## config.mk

```make
export PLATFORM = sky130hd
export DESIGN_NAME = stream_mux_rr
export DESIGN_NICKNAME = d
export VERILOG_FILES = /design/src/rtl/stream_mux_pkg.sv /design/src/rtl/stream_mux_rr_arbiter.sv /design/src/rtl/stream_mux_rr.sv
export SDC_FILE = /design/constraint.sdc
export NUM_CORES = 1
export LEC_CHECK = 0
export CAP_MARGIN = 20
export CORE_MARGIN = 1
export CORE_UTILIZATION = 42
export CTS_CLUSTER_SIZE = 8
export DETAILED_ROUTE_END_ITERATION = 10
export GPL_TIMING_DRIVEN = 0
export PLACE_DENSITY = 0.8
export SLEW_MARGIN = 10
export SYNTH_ARGS = -nofsm -noshare
export SYNTH_HDL_FRONTEND = slang
export SYNTH_SLANG_ARGS = --single-unit
```

## constraint.sdc

```tcl
create_clock -name clk -period 2.5 [get_ports clk]
set_input_delay 0.25 -clock clk [delete_from_list [all_inputs] [get_ports clk]]
set_output_delay 0.25 -clock clk [all_outputs]
set_load 0.01 [all_outputs]
```

## src/rtl/stream_mux_pkg.sv

```systemverilog
// Shared constants and helpers for the round-robin stream multiplexer.
package stream_mux_pkg;

  localparam logic MODE_FIXED = 1'b0;
  localparam logic MODE_RR    = 1'b1;

  // Index of the set bit in a one-hot vector (up to 32 channels); 0 when empty.
  function automatic int unsigned onehot_to_idx(input logic [31:0] oh);
    int unsigned r;
    r = 0;
    for (int i = 0; i < 32; i++) begin
      if (oh[i]) r = i;
    end
    return r;
  endfunction

endpackage

```

## src/rtl/stream_mux_rr_arbiter.sv

```systemverilog
// Round-robin arbiter: owns the search pointer and produces a one-hot grant.
module rr_arbiter #(
  parameter  int N_CH  = 3,
  localparam int SEL_W = $clog2(N_CH)
) (
  input  logic             clk,
  input  logic             rst_n,
  input  logic [N_CH-1:0]  req,
  input  logic             advance,
  input  logic [SEL_W-1:0] adv_idx,
  output logic [N_CH-1:0]  grant
);

  logic [SEL_W-1:0] ptr;
  logic [SEL_W-1:0] idx;
  logic             found;

  // Pointer moves just past the channel that last transferred.
  always_ff @(posedge clk or negedge rst_n) begin
    if (!rst_n) begin
      ptr <= '0;
    end else if (advance) begin
      ptr <= (adv_idx == SEL_W'(N_CH - 1)) ? '0 : adv_idx + SEL_W'(1);
    end
  end

  // Search ptr, ptr+1, ... with wrap; first requester wins.
  always_comb begin
    grant = '0;
    found = 1'b0;
    idx   = '0;
    for (int k = 0; k < N_CH; k++) begin
      idx = SEL_W'((int'(ptr) + k) % N_CH);
      if (!found && req[idx]) begin
        grant[idx] = 1'b1;
        found      = 1'b1;
      end
    end
  end

endmodule

```

## src/rtl/stream_mux_rr.sv

```systemverilog
// N-channel valid/ready stream mux with fixed-select and round-robin modes
// and a single registered output stage running at one beat per cycle.
module stream_mux_rr
  import stream_mux_pkg::*;
#(
  parameter  int N_CH  = 3,
  parameter  int WIDTH = 8,
  localparam int SEL_W = $clog2(N_CH)
) (
  input  logic                  clk,
  input  logic                  rst_n,
  input  logic                  mode,
  input  logic [SEL_W-1:0]      sel,
  input  logic [N_CH-1:0]       in_valid,
  input  logic [N_CH*WIDTH-1:0] in_data,
  output logic [N_CH-1:0]       in_ready,
  output logic                  out_valid,
  output logic [WIDTH-1:0]      out_data,
  output logic [SEL_W-1:0]      out_ch,
  input  logic                  out_ready
);

  logic              load_en;
  logic [N_CH-1:0]   grant_fix;
  logic [N_CH-1:0]   grant_rr;
  logic [N_CH-1:0]   grant;
  logic              xfer;
  logic [SEL_W-1:0]  grant_idx;
  logic [WIDTH-1:0]  grant_data;
  logic [31:0]       grant_ext;

  assign load_en = !out_valid || out_ready;

  rr_arbiter #(.N_CH(N_CH)) u_arb (
    .clk     (clk),
    .rst_n   (rst_n),
    .req     (in_valid),
    .advance (xfer && (mode == MODE_RR)),
    .adv_idx (grant_idx),
    .grant   (grant_rr)
  );

  // Fixed-select grant; an out-of-range select yields no grant at all.
  always_comb begin
    grant_fix = '0;
    if (int'(sel) < N_CH) begin
      grant_fix[sel] = in_valid[sel];
    end
  end

  // Pick the active grant, gate with load_en and reset, and steer the data.
  always_comb begin
    grant      = (mode == MODE_RR) ? grant_rr : grant_fix;
    in_ready   = grant & {N_CH{load_en && rst_n}};
    xfer       = |in_ready;
    grant_ext  = '0;
    grant_ext[N_CH-1:0] = grant;
    grant_idx  = SEL_W'(onehot_to_idx(grant_ext));
    grant_data = '0;
    for (int i = 0; i < N_CH; i++) begin
      if (grant[i]) grant_data = in_data[i*WIDTH +: WIDTH];
    end
  end

  // Output register: load on a transfer, drop valid when idle, hold under backpressure.
  always_ff @(posedge clk or negedge rst_n) begin
    if (!rst_n) begin
      out_valid <= 1'b0;
      out_data  <= '0;
      out_ch    <= '0;
    end else if (load_en) begin
      out_valid <= xfer;
      if (xfer) begin
        out_data <= grant_data;
        out_ch   <= grant_idx;
      end
    end
  end

endmodule

```

==> flow_summary.toml, run 1 <==
[timing]
tightest_slew_ps = 720
finalHoldViolations = 0
fmax_mhz = 408
slew_viol_final = 0
finClkSkew_ps = 3.23
relSlewSlack_pct = 51.9
rsz0062_at_grt = "yes"
setup_slack_ps = 50.8
setup_viol = 0
post-route-period-util_pct = 98.0
post-route-min-period_ps = 2450
fin_tns_setup_ps = 0

[layout]
instances_no_fill = 217
fin_util_pct = 74.0
diodes = 0
drive_above_1_share_pct = 21.4
nFillCells = 211
area_delta_synth_final_pct = 66.1
finalNetCount = 225
seq_area_um2 = 327
multi_input_area_um2 = 783

[clocking]
cts_buffers = 3
h-tree-depth = 1
clkTransAtPathRegs_ps = 80
cts-root-buf = "clkbuf_4"
clock_latency_ps = 270
cts_tree = "built"
cts_sinks = 13
clock_path_buffers = 2

[logic_synthesis]
synth_xor_area_share_pct = 0
synth_warnings = 0
synth_seq_cells = 13
yosys.area_share.simple_pct = 26.2
yosysSeqAreaShare_pct = 29.5
synthArstFlopShare_pct = 100
synth_cells = 129
synth_top_cell_by_area = "dfrtp_1"
synth-compound-area-share_pct = 27.6
synth_cell_types = 36
synth_mux_area_share_pct = 2.83
synth_top_area_share_pct = 29.5
synth_top_family_by_area = "compound AO/OA/AOI/OAI gates"
synth_area_per_cell_um2 = 8.55
synth_edf_count = 0
synthesis.nets = 166
synth_fa_ha_area_share_pct = 4.54
synth_most_common_cell = "inv_1"
synthFlopType = "dfrtp_1"
synth_area_mm2 = 0.00110
synth_commonest_cells = "inv_1, dfrtp_1, a21oi_1"
synthTopCellsByArea = "dfrtp_1, a32oi_1, nand3b_1"

[placed_design]
dp_hpwl_um = 2380
dp_slack_ps = -262
io_buffers = 46
dp.cells = 205
routabilityCongestion = 0.795

[outcome]
status = "complete, no violations"

[worst_setup_path]
critical_path.endpoint = "in_ready[1]"
worstSetupEndpointType = "output port"
cp-startpoint = "u_arb.ptr[1]"
start_kind = "flip-flop"
rr_worst_depth = 10
cp_max_fo = 10
path_class = "flip-flop to output port"
r2r_slack_ps = 170
cp.arrival_ps = 2200
r2r-end = "out_ch[0]"
reg2reg_from = "u_arb.ptr[1]"
cp.required_ps = 2250

[floorplanning]
fp.dieW_um = 53.3
start_util_pct = 44.5
io_pins = 47
coreArea_mm2 = 0.00248
rows = 18
die-area_mm2 = 0.00284
dieHeight_um = 53.3

[run]
cap_violations = 0

[power_and_ir_drop]
power.density_mw_per_mm2 = 1150
power_mw = 2.11
leakagePower_nw = 0.753
ir_drop_uv = 685

[drt]
wl_um = 3590
wl_per_cell_um = 16.5
via_per_inst = 5.77
dr.first_iter.drc_count = 27
ant_nets = 0
drc_errors = 0
first_pass_iters = 4
vias = 1253

[grt]
grt_pass1_wl_um = 5310
antenna_found_initial = 0
grt_pass1_vias = 1278
grt_use_total_pct = 25.9
grt_overflow = 0
grt_max_degree = 17

[worst_hold_path]
min_path_type = "input port to async pin"
[critical path: stages, from the launching register on]
cell and delay [ps]:
dfrtp_1 390, buf_4 160, ha_4 300, nor3b_1 50
o21a_1 200, o211ai_1 180, and3_4 240, buf_8 130
nor2_1 50, clkdlybuf4s15_2 240
[kinds of logic after synthesis]
logic type / after synthesis
multiplexers: 3
adder cells (fa/ha/maj): 4
flip-flops: 13
AO/OA/AOI/OAI: 44
AND/OR/NAND/NOR: 43
buffers and inverters: 22
[flip-flops by register name, indices dropped and copies added (netlist names)]
register / flops
out_ch: 2
u_arb.ptr: 2
out_data: 8
out_valid: 1
[what timing repair did]
action / in CTS / in global routing
endpoints found under the setup margin: 3 / 7
hold buffers: 0 / 0
resized for setup: 26 / 14
pin swaps: 6 / 6
gates cloned: 0 / 1
setup buffers: 5 / 3
[per-stage QoR]
stage	hold slack [ps]	area, um2
2_1_floorplan	-45.6	1100
3_3_place_gp	467	1600
3_5_place_dp	473	1600
4_1_cts	412	1720
5_1_grt	46.1	1830
6_report	14.6	1830
[worst min-delay path by stage]
stage | startpoint | slack, ps | cells past startpoint | end
2_1_floorplan | rst_n | -50 | 0 | out_ch[0]
3_5_place_dp | out_ch[1] | 470 | 1 | out_ch[1]
3_3_place_gp | out_ch[1] | 470 | 1 | out_ch[1]
5_1_grt | rst_n | 50 | 1 | out_data[6]
4_1_cts | rst_n | 410 | 1 | out_data[3]
6_report | rst_n | 10 | 1 | out_data[6]
[layout make-up]
class | count | area share [%]
multi-input combinational | 94 | 42.7
timing repair buffer | 55 | 29.8
sequential | 13 | 17.8
buffer | 7 | 3.34
clock buffer | 4 | 1.43
inverter | 14 | 2.87
tap | 30 | 2.05
[placed cells by master, fill, tap and decap left out, drive strengths merged, types with 3 or more instances in the layout]
| master | n |
|---|---|
| ha | 4 |
| nand2b | 3 |
| nor3 | 3 |
| nor2 | 7 |
| nand3 | 5 |
| a32oi | 8 |
| o21a | 3 |
| dfrtp | 13 |
| nand3b | 9 |
| o211ai | 9 |
| o21ai | 5 |
| buf | 14 |
| nor3b | 3 |
| inv | 14 |
| clkbuf | 7 |
| clkdlybuf4s50 | 42 |
| a21oi | 12 |
[report_power, final]
group	internal [mW]	switching (mW)	total (mW)	leakage, nW
Sequential	0.321	0.0660	0.387	0.151
Combinational	0.826	0.763	1.59	0.587
Clock	0.0617	0.0699	0.132	0.0150
Total	1.21	0.899	2.11	0.753
[metal layers]
layer / routed length (um) / global-route usage, % / vias to the layer above
li1: - / - / 600
met1: 1470 / 27.3 / 604
met2: 1910 / 49.0 / 45
met3: 160 / 4.31 / 4
met4: 48 / 11.8 / 0
met5: 0 / 0 / -
(Power assumes the default switching activity.)
==> inputs of run 2 (changes only) <==
CORE_UTILIZATION = 30   (was 42)
PLACE_DENSITY = 0.61   (was 0.8)
SETUP_SLACK_MARGIN = 0.3   (was not set)
==> run 2 against run 1 <==
Sequential cell count unchanged; non-clock buffer count increased by 4; combinational power increased by 12%; worst hold slack improved by 150 ps; utilization decreased by 17 points; largest cell class unchanged.
==> flow_summary.toml, run 2 (synthesis results as in run 1) <==
[outcome]
status = "complete, no violations"

[grt]
grt_max_degree = 17
grt_pass1_vias = 1309
grt_pass1_wl_um = 5850
grt_overflow = 0
grt_use_total_pct = 18.7
antenna_found_initial = 0

[layout]
drive_above_1_share_pct = 30.9
largest_reg_flops = 8
nFillCells = 313
reg_top3 = "out_data (8), out_ch (2), u_arb.ptr (2)"
final_common_cell = "clkdlybuf4s50_1"
finalNetCount = 229
seq_area_um2 = 327
area_delta_synth_final_pct = 78.5
diodes = 0
multi_input_area_um2 = 846
mostFrequentLayoutCells = "clkdlybuf4s50_1, inv_1, buf_6, dfrtp_1"
largest-register = "out_data"

[floorplanning]
dieHeight_um = 62.7
rows = 21
coreArea_mm2 = 0.00344
fp.dieW_um = 62.7
io_pins = 47
die-area_mm2 = 0.00393
start_util_pct = 32.1

[timing]
rsz0062_at_grt = "yes"
slew_viol_final = 0
fmax_mhz = 415
finalHoldViolations = 0
tightest_slew_ps = 718
setup_viol = 0
relSlewSlack_pct = 52.2
post-route-period-util_pct = 96.3
fin_tns_setup_ps = 0
post-route-min-period_ps = 2410
finClkSkew_ps = 1.32
setup_slack_ps = 92.9

[worst_setup_path]
crit_top_cell = "buf_6"
cp_max_fo = 6
max_stage_delay_ps = 400
worstSetupEndpointType = "output port"
cp.arrival_ps = 2160
critPathSlowestCell = "dfrtp_1"
start_kind = "flip-flop"
path_class = "flip-flop to output port"
crit_chain = "buf_6, ha_4, and4b_1, nor4_4, a211oi_2, nor3_4, buf_6, nor2_4, buf_6"
cp.required_ps = 2250
path_buf_inv = 3
critPathTopFamily = "simple AND/OR/NAND/NOR gates"

[clocking]
cts-root-buf = "clkbuf_8"
clock_path_buffers = 2
h-tree-depth = 1
clock_latency_ps = 250
cts-hold-fix-buffers = 0
cts_sinks = 13
cts_tree = "built"
cts_buffers = 3
clkTransAtPathRegs_ps = 60

[worst_hold_path]
min_path_type = "input port to async pin"

[drt]
vias = 1279
via_per_inst = 5.40
first_pass_iters = 4
wl_um = 3750
ant_nets = 0
wl_per_cell_um = 15.8
drc_errors = 0
dr.first_iter.drc_count = 65

[power_and_ir_drop]
comb_power_share_pct = 75.1
leakagePower_nw = 0.799
pwr-share-seq_pct = 16.6
switchingPower_mw = 0.999
pwr-share-clk_pct = 8.3
ir_drop_uv = 497
p_int_mw = 1.36
power.density_mw_per_mm2 = 1200
swShare_pct = 42.3
power_mw = 2.36

[placed_design]
dp_slack_ps = -273
dp_hpwl_um = 2440
io_buffers = 46
routabilityCongestion = 0.821

[run]
cap_violations = 0
[run 2: repair_timing]
| item | 4_1_cts | 5_1_grt |
|---|---|---|
| setup buffers | 8 | 2 |
| pin swaps | 9 | 7 |
| resized for setup | 36 | 33 |
| endpoints found under the setup margin | 15 | 16 |
| hold endpoints to repair | 0 | 0 |
| gates cloned | 1 | 1 |
[run 2: worst paths after layout]
path	startpoint	end	slack, ps	cells past startpoint
worst min register to register	out_ch[1]	out_ch[1]	500	1
worst min-delay path	rst_n	out_data[2]	160	1
min in group clk	out_ch[1]	out_ch[1]	500	1
max in group asynchronous	rst_n	u_arb.ptr[0]	1840	1
worst max register to register	u_arb.ptr[1]	out_ch[1]	100	11
worst max-delay path	u_arb.ptr[1]	in_ready[0]	90	9
[run 2: per-stage QoR]
step | utilization, % | instance area, um2 | cells | hold WS (ps)
2_1_floorplan | - | 1100 | 129 | -45.6
3_3_place_gp | 47.1 | 1620 | 221 | 473
3_5_place_dp | 47.1 | 1620 | 221 | 490
4_1_cts | 52.8 | 1820 | 234 | 179
5_1_grt | 57.2 | 1970 | 237 | 218
6_report | 57.2 | 1970 | 237 | 164
[run 2: final cells by class]
cell class              count  share of cell area, %
multi-input cells          94                   42.9
repair buffers             58                   28.4
flip-flops and latches     13                   16.6
plain buffers               8                   4.00
well taps                  46                   2.92
inverters                  14                   2.80
clock buffers               3                   2.10
clock inverters             1                  0.254
[run 2: layer usage]
layer,vias up,GRT usage (%),share of wire (%)
met2,57,33.6,49
met3,10,3.10,5.8
li1,609,-,-
met4,0,8.14,2.8
met5,-,0,0
met1,603,21.7,43
[run 2: worst register-to-register path, stage by stage (launching register included)]
cell and delay (ps):
dfrtp_1 400, buf_6 140, ha_4 290, and4b_1 250, nor4_4 70, a211oi_2 310
nor3_4 70, buf_4 160, buf_6 110, a31o_1 200, buf_6 140, a21o_1 150
[run 2: power groups by stage]
stage	sequential [mW]	clock (mW)	combinational, mW
after floorplan	0.421	0	0.765
after global placement	0.381	0	1.25
after detailed placement	0.383	0	1.26
after CTS	0.388	0.200	1.52
after global routing	0.404	0.211	1.89
final	0.391	0.196	1.78
==> inputs of run 3 (changes only) <==
SLEW_MARGIN = not set   (was 10)
==> results of run 3 <==
Final layout, timing and power as in run 2 (identical DEF).
